File: src/rtl/spectro_bank_reader.sv
// Purpose: reads finished spectrogram banks back from the shared 512x8 RAM and streams them out
//          over a valid/ready byte interface, ping-ponging with the writer that fills the other bank.
// Latency/backpressure: a request pulse in cycle t0 gives the first out_valid in t4, then one word
//          every 3 cycles; out_ready low holds out_data/out_last/out_bank until the word is taken.
// Optional feature: define SPECTRO_RD_CKSUM_EN to append an XOR checksum word after each bank's data.
//
// Ports:
//   clk, reset (async, active-high)
//   bank0_full/bank1_full     full-bank request pulses from the writer
//   memorization_completed    partial-bank request pulse; the bank comes from wr_bank, the length is idx_final+1
//   rd_addr/rd_en/rd_data     RAM read port (data valid one cycle after rd_en)
//   out_data/out_valid/out_ready/out_last/out_bank   output byte stream
//   frame_done                one-cycle pulse after the final word of a bank is accepted
//   overrun                   sticky flag: a full bank arrived while that bank was pending or being read
module spectro_bank_reader #(
  parameter int DATA_W     = 8,
  parameter int BANK_DEPTH = 200,
  parameter int ADDR_W     = 9
) (
  input  logic              clk,
  input  logic              reset,
  input  logic              bank0_full,
  input  logic              bank1_full,
  input  logic              memorization_completed,
  input  logic              wr_bank,
  input  logic [ADDR_W-2:0] idx_final,
  output logic [ADDR_W-1:0] rd_addr,
  output logic              rd_en,
  input  logic [DATA_W-1:0] rd_data,
  output logic [DATA_W-1:0] out_data,
  output logic              out_valid,
  input  logic              out_ready,
  output logic              out_last,
  output logic              out_bank,
  output logic              frame_done,
  output logic              overrun
);

  localparam int IDX_W = ADDR_W - 1;

  typedef enum logic [2:0] {IDLE, RD, WT, OUT, DONE} state_t;

  state_t            state;
  logic              pend0, pend1;
  logic [ADDR_W-1:0] len0, len1;
  logic [IDX_W-1:0]  cnt;
  logic              last_bank;

`ifdef SPECTRO_RD_CKSUM_EN
  logic [DATA_W-1:0] cksum;
  logic              is_ck;
`endif

  // Next-state values for the request bookkeeping
  logic              p0_nxt, p1_nxt;
  logic [ADDR_W-1:0] l0_nxt, l1_nxt;
  logic              ovr_set;
  logic              busy0, busy1;
  logic              take;
  logic              sel_bank;
  logic [ADDR_W-1:0] full_len, mc_len, cur_len;
  logic              last_data;

  assign full_len  = ADDR_W'(BANK_DEPTH);
  assign mc_len    = ADDR_W'(idx_final) + ADDR_W'(1);
  // out_bank names the bank under transfer whenever the FSM is not idle
  assign busy0     = (state != IDLE) && !out_bank;
  assign busy1     = (state != IDLE) &&  out_bank;
  assign take      = (state == IDLE) && (pend0 || pend1);
  // Both pending: alternate away from the bank served last
  assign sel_bank  = (pend0 && pend1) ? ~last_bank : pend1;
  assign cur_len   = out_bank ? len1 : len0;
  assign last_data = ({1'b0, cnt} == (cur_len - ADDR_W'(1)));

  always_comb begin
    p0_nxt  = pend0;
    p1_nxt  = pend1;
    l0_nxt  = len0;
    l1_nxt  = len1;
    ovr_set = 1'b0;

    if (take && !sel_bank) p0_nxt = 1'b0;
    if (take &&  sel_bank) p1_nxt = 1'b0;

    // A full bank that cannot be queued means the writer lapped the reader
    if (bank0_full) begin
      if (pend0 || busy0) begin
        ovr_set = 1'b1;
      end else begin
        p0_nxt = 1'b1;
        l0_nxt = full_len;
      end
    end
    if (bank1_full) begin
      if (pend1 || busy1) begin
        ovr_set = 1'b1;
      end else begin
        p1_nxt = 1'b1;
        l1_nxt = full_len;
      end
    end

    // A partial-bank notice on a bank already queued or in flight is silently dropped
    if (memorization_completed) begin
      if (!wr_bank) begin
        if (!pend0 && !busy0 && !bank0_full) begin
          p0_nxt = 1'b1;
          l0_nxt = mc_len;
        end
      end else begin
        if (!pend1 && !busy1 && !bank1_full) begin
          p1_nxt = 1'b1;
          l1_nxt = mc_len;
        end
      end
    end
  end

  always_ff @(posedge clk or posedge reset) begin
    if (reset) begin
      state      <= IDLE;
      pend0      <= 1'b0;
      pend1      <= 1'b0;
      len0       <= '0;
      len1       <= '0;
      cnt        <= '0;
      last_bank  <= 1'b1;   // makes bank 0 win the first tie
      rd_addr    <= '0;
      rd_en      <= 1'b0;
      out_data   <= '0;
      out_valid  <= 1'b0;
      out_last   <= 1'b0;
      out_bank   <= 1'b0;
      frame_done <= 1'b0;
      overrun    <= 1'b0;
`ifdef SPECTRO_RD_CKSUM_EN
      cksum      <= '0;
      is_ck      <= 1'b0;
`endif
    end else begin
      pend0 <= p0_nxt;
      pend1 <= p1_nxt;
      len0  <= l0_nxt;
      len1  <= l1_nxt;
      if (ovr_set) overrun <= 1'b1;

      case (state)
        IDLE: begin
          if (take) begin
            out_bank  <= sel_bank;
            last_bank <= sel_bank;
            cnt       <= '0;
            rd_en     <= 1'b1;
            rd_addr   <= {sel_bank, IDX_W'(0)};
`ifdef SPECTRO_RD_CKSUM_EN
            cksum     <= '0;
            is_ck     <= 1'b0;
`endif
            state     <= RD;
          end
        end

        RD: begin
          rd_en <= 1'b0;
          state <= WT;
        end

        WT: begin
          out_data  <= rd_data;
          out_valid <= 1'b1;
`ifdef SPECTRO_RD_CKSUM_EN
          cksum     <= cksum ^ rd_data;
          out_last  <= 1'b0;   // the checksum word carries last
`else
          out_last  <= last_data;
`endif
          state     <= OUT;
        end

        OUT: begin
          if (out_ready) begin
`ifdef SPECTRO_RD_CKSUM_EN
            if (is_ck) begin
              out_valid  <= 1'b0;
              out_last   <= 1'b0;
              frame_done <= 1'b1;
              state      <= DONE;
            end else if (last_data) begin
              // cksum already includes the last data word (folded in during WT)
              out_data <= cksum;
              out_last <= 1'b1;
              is_ck    <= 1'b1;
            end else begin
              cnt       <= cnt + IDX_W'(1);
              rd_en     <= 1'b1;
              rd_addr   <= {out_bank, cnt + IDX_W'(1)};
              out_valid <= 1'b0;
              state     <= RD;
            end
`else
            if (out_last) begin
              out_valid  <= 1'b0;
              out_last   <= 1'b0;
              frame_done <= 1'b1;
              state      <= DONE;
            end else begin
              cnt       <= cnt + IDX_W'(1);
              rd_en     <= 1'b1;
              rd_addr   <= {out_bank, cnt + IDX_W'(1)};
              out_valid <= 1'b0;
              state     <= RD;
            end
`endif
          end
        end

        DONE: begin
          frame_done <= 1'b0;
          state      <= IDLE;
        end

        default: state <= IDLE;
      endcase
    end
  end

endmodule

File: config.mk
export PLATFORM = sky130hd
export DESIGN_NAME = spectro_bank_reader
export DESIGN_NICKNAME = d
export VERILOG_FILES = /design/src/rtl/spectro_bank_reader.sv
export SDC_FILE = /design/constraint.sdc
export NUM_CORES = 1
export LEC_CHECK = 0
export CAP_MARGIN = 5
export CORE_UTILIZATION = 40
export DETAILED_ROUTE_END_ITERATION = 7
export DONT_BUFFER_PORTS = 1
export GPL_TIMING_DRIVEN = 0
export HOLD_SLACK_MARGIN = 0.12
export PLACE_DENSITY = 0.59
export SYNTH_ARGS = -nofsm -noshare
export SYNTH_HDL_FRONTEND = slang
export SYNTH_SLANG_ARGS = --single-unit
export TNS_END_PERCENT = 1
File: constraint.sdc
create_clock -name clk -period 3.4 [get_ports clk]
set_clock_uncertainty 0.1 [all_clocks]
set_input_delay 0.68 -clock clk [delete_from_list [all_inputs] [get_ports clk]]
set_output_delay 0.68 -clock clk [all_outputs]
set_load 0.03 [all_outputs]
**Word-level counts from Yosys, hierarchy flattened**

Cells that the tools add are included.

- Flip-flop bits (word level): 55
- Input port bits: 23
- Output and inout bits: 23
- Word-level logic and storage cells: 111

- Add/subtract/negate cells: 3
- Eq/ne operators: 9
- Mux-type cells: 50
- Bitwise logic cells: 1
- Reduce and logical (&&, ||, !) cells: 33

Operator list:

| operator | count |
|---|---|
| 2-to-1 mux 9 bit | 14 |
| 2-to-1 mux 8 bit | 3 |
| 2-to-1 mux 1 bit | 23 |
| case mux 9 bit (2 select lines) | 1 |
| case mux 8 bit (2 select lines) | 1 |
| case mux 3 bit (4 select lines) | 1 |
| logical AND 1 bit | 10 |
| adder 8 x 1 -> 9 bit (second input constant) | 1 |
| == test 8 x 9 -> 1 bit | 1 |
| 2-to-1 mux 3 bit | 3 |
| subtractor 9 x 1 -> 9 bit (second input constant) | 1 |
| adder 8 x 1 -> 8 bit (second input constant) | 1 |
| zero test 1 bit | 8 |
| != test 2 bit (second input constant) | 4 |
| AND reduction 4 bit | 2 |
| == test 3 x 2 -> 1 bit (second input constant) | 2 |
| case mux 1 bit (2 select lines) | 3 |
| AND reduction 2 bit | 3 |
| nonzero test 2 bit | 3 |
| nonzero test 3 bit | 2 |
| == test 3 x 1 -> 1 bit (second input constant) | 1 |
| == test 3 bit (second input constant) | 1 |
| zero test 3 bit | 1 |
| logical OR 1 bit | 3 |
| 3 further kinds | 3 |

**Depth between registers and ports, before layout**

- Depth in word-level cells: 10
- Mapped depth: 9
- Gate-level depth less buffers: 7

**Worst setup path before layout**

OpenSTA, ideal clock, no wires.

- Kind: register to register
- Start: register out_bank
- End: register out_last
- Library setup time: 0.110 ns
- Arrival time: 2.277 ns
- Data required time: 3.190 ns
- Slack: 0.913 ns
- Cell stages (with the launch flop): 10
- Path buffers: 2
- Period minus slack after synthesis: 2.487 ns
- Path through: dfrtp_1 > buf_4 > buf_4 > mux2i_1 > ha_1 > o21ai_1 > or3_1 > xor2_1 > o2111ai_1 > o41ai_1

- Cells in the longest elaborated chain, start to end: 4

RTL lines:

| element | RTL line | source |
|---|---|---|
| from (decl) | 34 | `output logic out_bank,` |
| from (signal assigned) | 150 | `out_bank <= sel_bank;` |
| 2-to-1 mux 9 bit | 72 | `assign cur_len = out_bank ? len1 : len0;` |
| subtractor 9 x 1 -> 9 bit | 73 | `assign last_data = ({1'b0, cnt} == (cur_len - ADDR_W'(1)));` |
| == test 8 x 9 -> 1 bit | 73 |  |
| case mux 1 bit (2 select lines) | 147 | `case (state)` |
| to (signal assigned) | 175 | `out_last <= last_data;` |
| to (decl) | 33 | `output logic out_last,` |

Every way passes these cells.
A chain may end at the register's enable or synchronous reset.

**Worst setup path after layout**

Same ends and word-level chain as after synthesis.

==> key figures <==
Run status
  • Status: complete, no violations

Placement
  • Final Wtd Congestion: 0.800
  • DP Wirelength: 3850 µm
  • DP Worst Slack: 0.530 ns
  • Port Buffer Count: 0

Clocking
  • Reg clk slew, reported paths: 0.09 ns
  • H-tree depth: 2
  • CTS Root Cell: clkbuf_8
  • CTS tree: yes
  • Clock Sinks: 47
  • Worst-skew pair later-pin latency: 0.31 ns
  • Hold buffers post-CTS: 0
  • CTS resizes: 0
  • Maximum root-to-sink buffer count: 2
  • TritonCTS Buffers: 5
  • Post-CTS Setup Inserts: 0

Global route
  • Initial antenna violation count: 0
  • Total GRT Usage: 17.9%
  • Vias in the first global route: 1823
  • Total congestion overflow: 0
  • Pin count of the biggest net entering global routing: 32
  • First-pass GRT wire length: 8760 µm

Final layout
  • Area Growth Syn to Fin: 8.66%
  • Share of cells above drive strength 1: 12.7%
  • Filler Cells Inserted: 573
  • # diodes: 0
  • Nets@finish: 276

Timing
  • Final WS setup: 0.528 ns
  • RSZ-0062 raised after global routing: no
  • Worst-Margin Slew: 0.544 ns
  • Setup TNS: 0 ns
  • Tcrit/Tclk final: 84.5%
  • Hold WS: 0.125 ns
  • Minimum clock period after layout: 2.87 ns
  • Max frequency: 348 MHz
  • Rel. slew slack: 63.6%
  • # setup viols final: 0
  • Final hold vios: 0
  • Final Max Tran Viols: 0

Yosys
  • Post-Syn Instances: 242
  • Asr flop ratio synth: 100%
  • Synth top area cells: dfrtp_1, xor2_1, nor2_1
  • XOR/XNOR share of the synthesized area: 8.91%
  • Synth Area in Adders: 1.53%
  • Avg Inst Size Synth: 10.2 µm²
  • Simple-Gate Fraction of Synth Area: 19.2%
  • Largest family of logic cells by synthesized area: simple AND/OR/NAND/NOR gates
  • Post-synth top area share: 46.8%
  • Yosys cell types: 41
  • Synth area leader: dfrtp_1
  • Number of flops mapped to enable cells by yosys: 0
  • Cell Area, Synth: 2460 µm²
  • Syn_nets: 268
  • Prevailing post-synth register cell: dfrtp_1
  • Register area share after synthesis: 47.9%
  • Most common cell in the netlist: dfrtp_1
  • Mux contribution to synthesized area: 7.79%
  • Synth top cells by count: dfrtp_1, nor2_1, nand2_1
  • Post-synthesis compound-gate area fraction: 12.3%
  • Synth warn: 0
  • Synthesized flop and latch total: 47

Worst setup path
  • Delay-heaviest family, CP: compound AO/OA/AOI/OAI gates
  • Worst Path Max Fanout: 10
  • CP max-delay cell: dfrtp_1
  • Critical path arrival: 2.96 ns
  • Worst EP required: 3.49 ns
  • Crit path cell chain: buf_4 -> buf_4 -> mux2i_1 -> ha_1 -> o21ai_1 -> or3_1 -> xor2_1 -> o2111ai_1 -> o41ai_1
  • Bufs and invs on worst path: 2
  • Capturing element type of the critical path: flip-flop
  • Setup crit start kind: flip-flop
  • CP most frequent cell: buf_4
  • Max stage delay on crit path: 0.55 ns
  • RR Startpoint: out_bank
  • Reg-to-reg slack, setup: 0.53 ns
  • R2R cell count: 9
  • Setup CP Type: reg -> reg
  • Reg2reg end: out_last

Detailed routing
  • Avg Vias per Cell: 5.39
  • DR WL/cell: 15.3 µm
  • DR iter-0 viols: 116
  • Overall routed net length: 5000 µm
  • Antenna Nets Post-Route: 0
  • DRC Markers: 0
  • DR vias: 1757
  • DR pass1 iterations: 4

Pwr
  • Pleak: 1.10 nW
  • Peak VDD IR: 0.000374 V
  • Power, Total: 0.00246 W
  • Power per cell area: 922 nW/µm²

Worst hold path
  • Hold Path Class: in -> async

Floorplanning
  • I/O pins: 46
  • Die area: 6460 µm²
  • CORE AREA: 5920 µm²
  • Die Y: 80.4 µm
  • Die width: 80.4 µm
  • Initial Utilization: 41.5%
  • Row count: 28

Job
  • Max-cap violations: 0
## logic make-up after synthesis
group	after synthesis
compound gates	45
xor+xnor	25
fa+ha+maj	3
buf+inv	10
flops	47
mux	18
simple gates	94
## registers in the layout, summed over array words and instances (netlist names), 3 cells and up
signal	flops
rd_addr	9
len0	9
state	3
len1	9
out_data	8
## final cells by class
cell class                      count  area, µm²  area share (%)
Tap cell                           75       93.8            3.51
Multi-Input combinational cell    185       1220            45.8
Timing Repair Buffer                1       20.0           0.750
Sequential cell                    47       1180            44.1
Clock inverter                      2       16.3           0.609
Inverter                            3       11.3           0.422
Clock buffer                        6       82.6            3.09
Buffer                              7       46.3            1.73
## metal layers
metal / track usage (%) / share of wire, %
met3: 4.43 / 4.3
met2: 28.0 / 46
met4: 4.82 / 0.76
met1: 24.4 / 49
met5: 0 / 0
## layout by cell type, fill, tap and decap left out, types with 2 or more instances in the layout
cell type / netlist / layout
mux2i_1: 9 / 9
dfrtp_1: 46 / 46
a31oi_1: 3 / 3
buf_2: 3 / 3
ha_1: 3 / 3
nand4_1: 2 / 2
a21o_1: 3 / 3
or2_0: 2 / 2
a22o_1: 8 / 8
nor2_1: 28 / 28
a21oi_1: 15 / 15
nor2b_1: 3 / 3
o21ai_0: 10 / 10
nand2_1: 24 / 24
buf_4: 2 / 2
or3_1: 6 / 6
inv_1: 3 / 2
nor3_2: 2 / 2
nand3_1: 2 / 2
nor3_1: 12 / 12
xor2_1: 13 / 13
mux2_2: 9 / 9
xnor2_1: 12 / 12
clkbuf_8: 0 / 6
nand2b_1: 2 / 2
and3_1: 4 / 4
## worst max path at each step
stage / startpoint / to / slack [ns] / depth (start not counted)
after floorplan: out_bank / out_last / 0.91 / 9
after global placement: out_bank / out_last / 0.53 / 9
after detailed placement: out_bank / out_last / 0.53 / 9
after CTS: out_bank / out_last / 0.51 / 9
after global routing: out_bank / out_last / 0.28 / 9
final: out_bank / out_last / 0.53 / 9
## stage by stage
step                      utilization, %  instance area, µm²  cells
final                               45.1                2670    326
after global routing                45.1                2670    326
after CTS                           45.1                2670    326
after detailed placement            43.4                2570    318
after global placement              43.1                2550    317
after floorplan                        -                2460    242
## report_power, final
part           switching [W]  internal, W  leakage (nW)
Sequential          0.000396     0.000770         0.571
Combinational       0.000476     0.000453         0.486
Clock               0.000202     0.000166        0.0474
No activity file was read; power rests on OpenSTA's default activity.
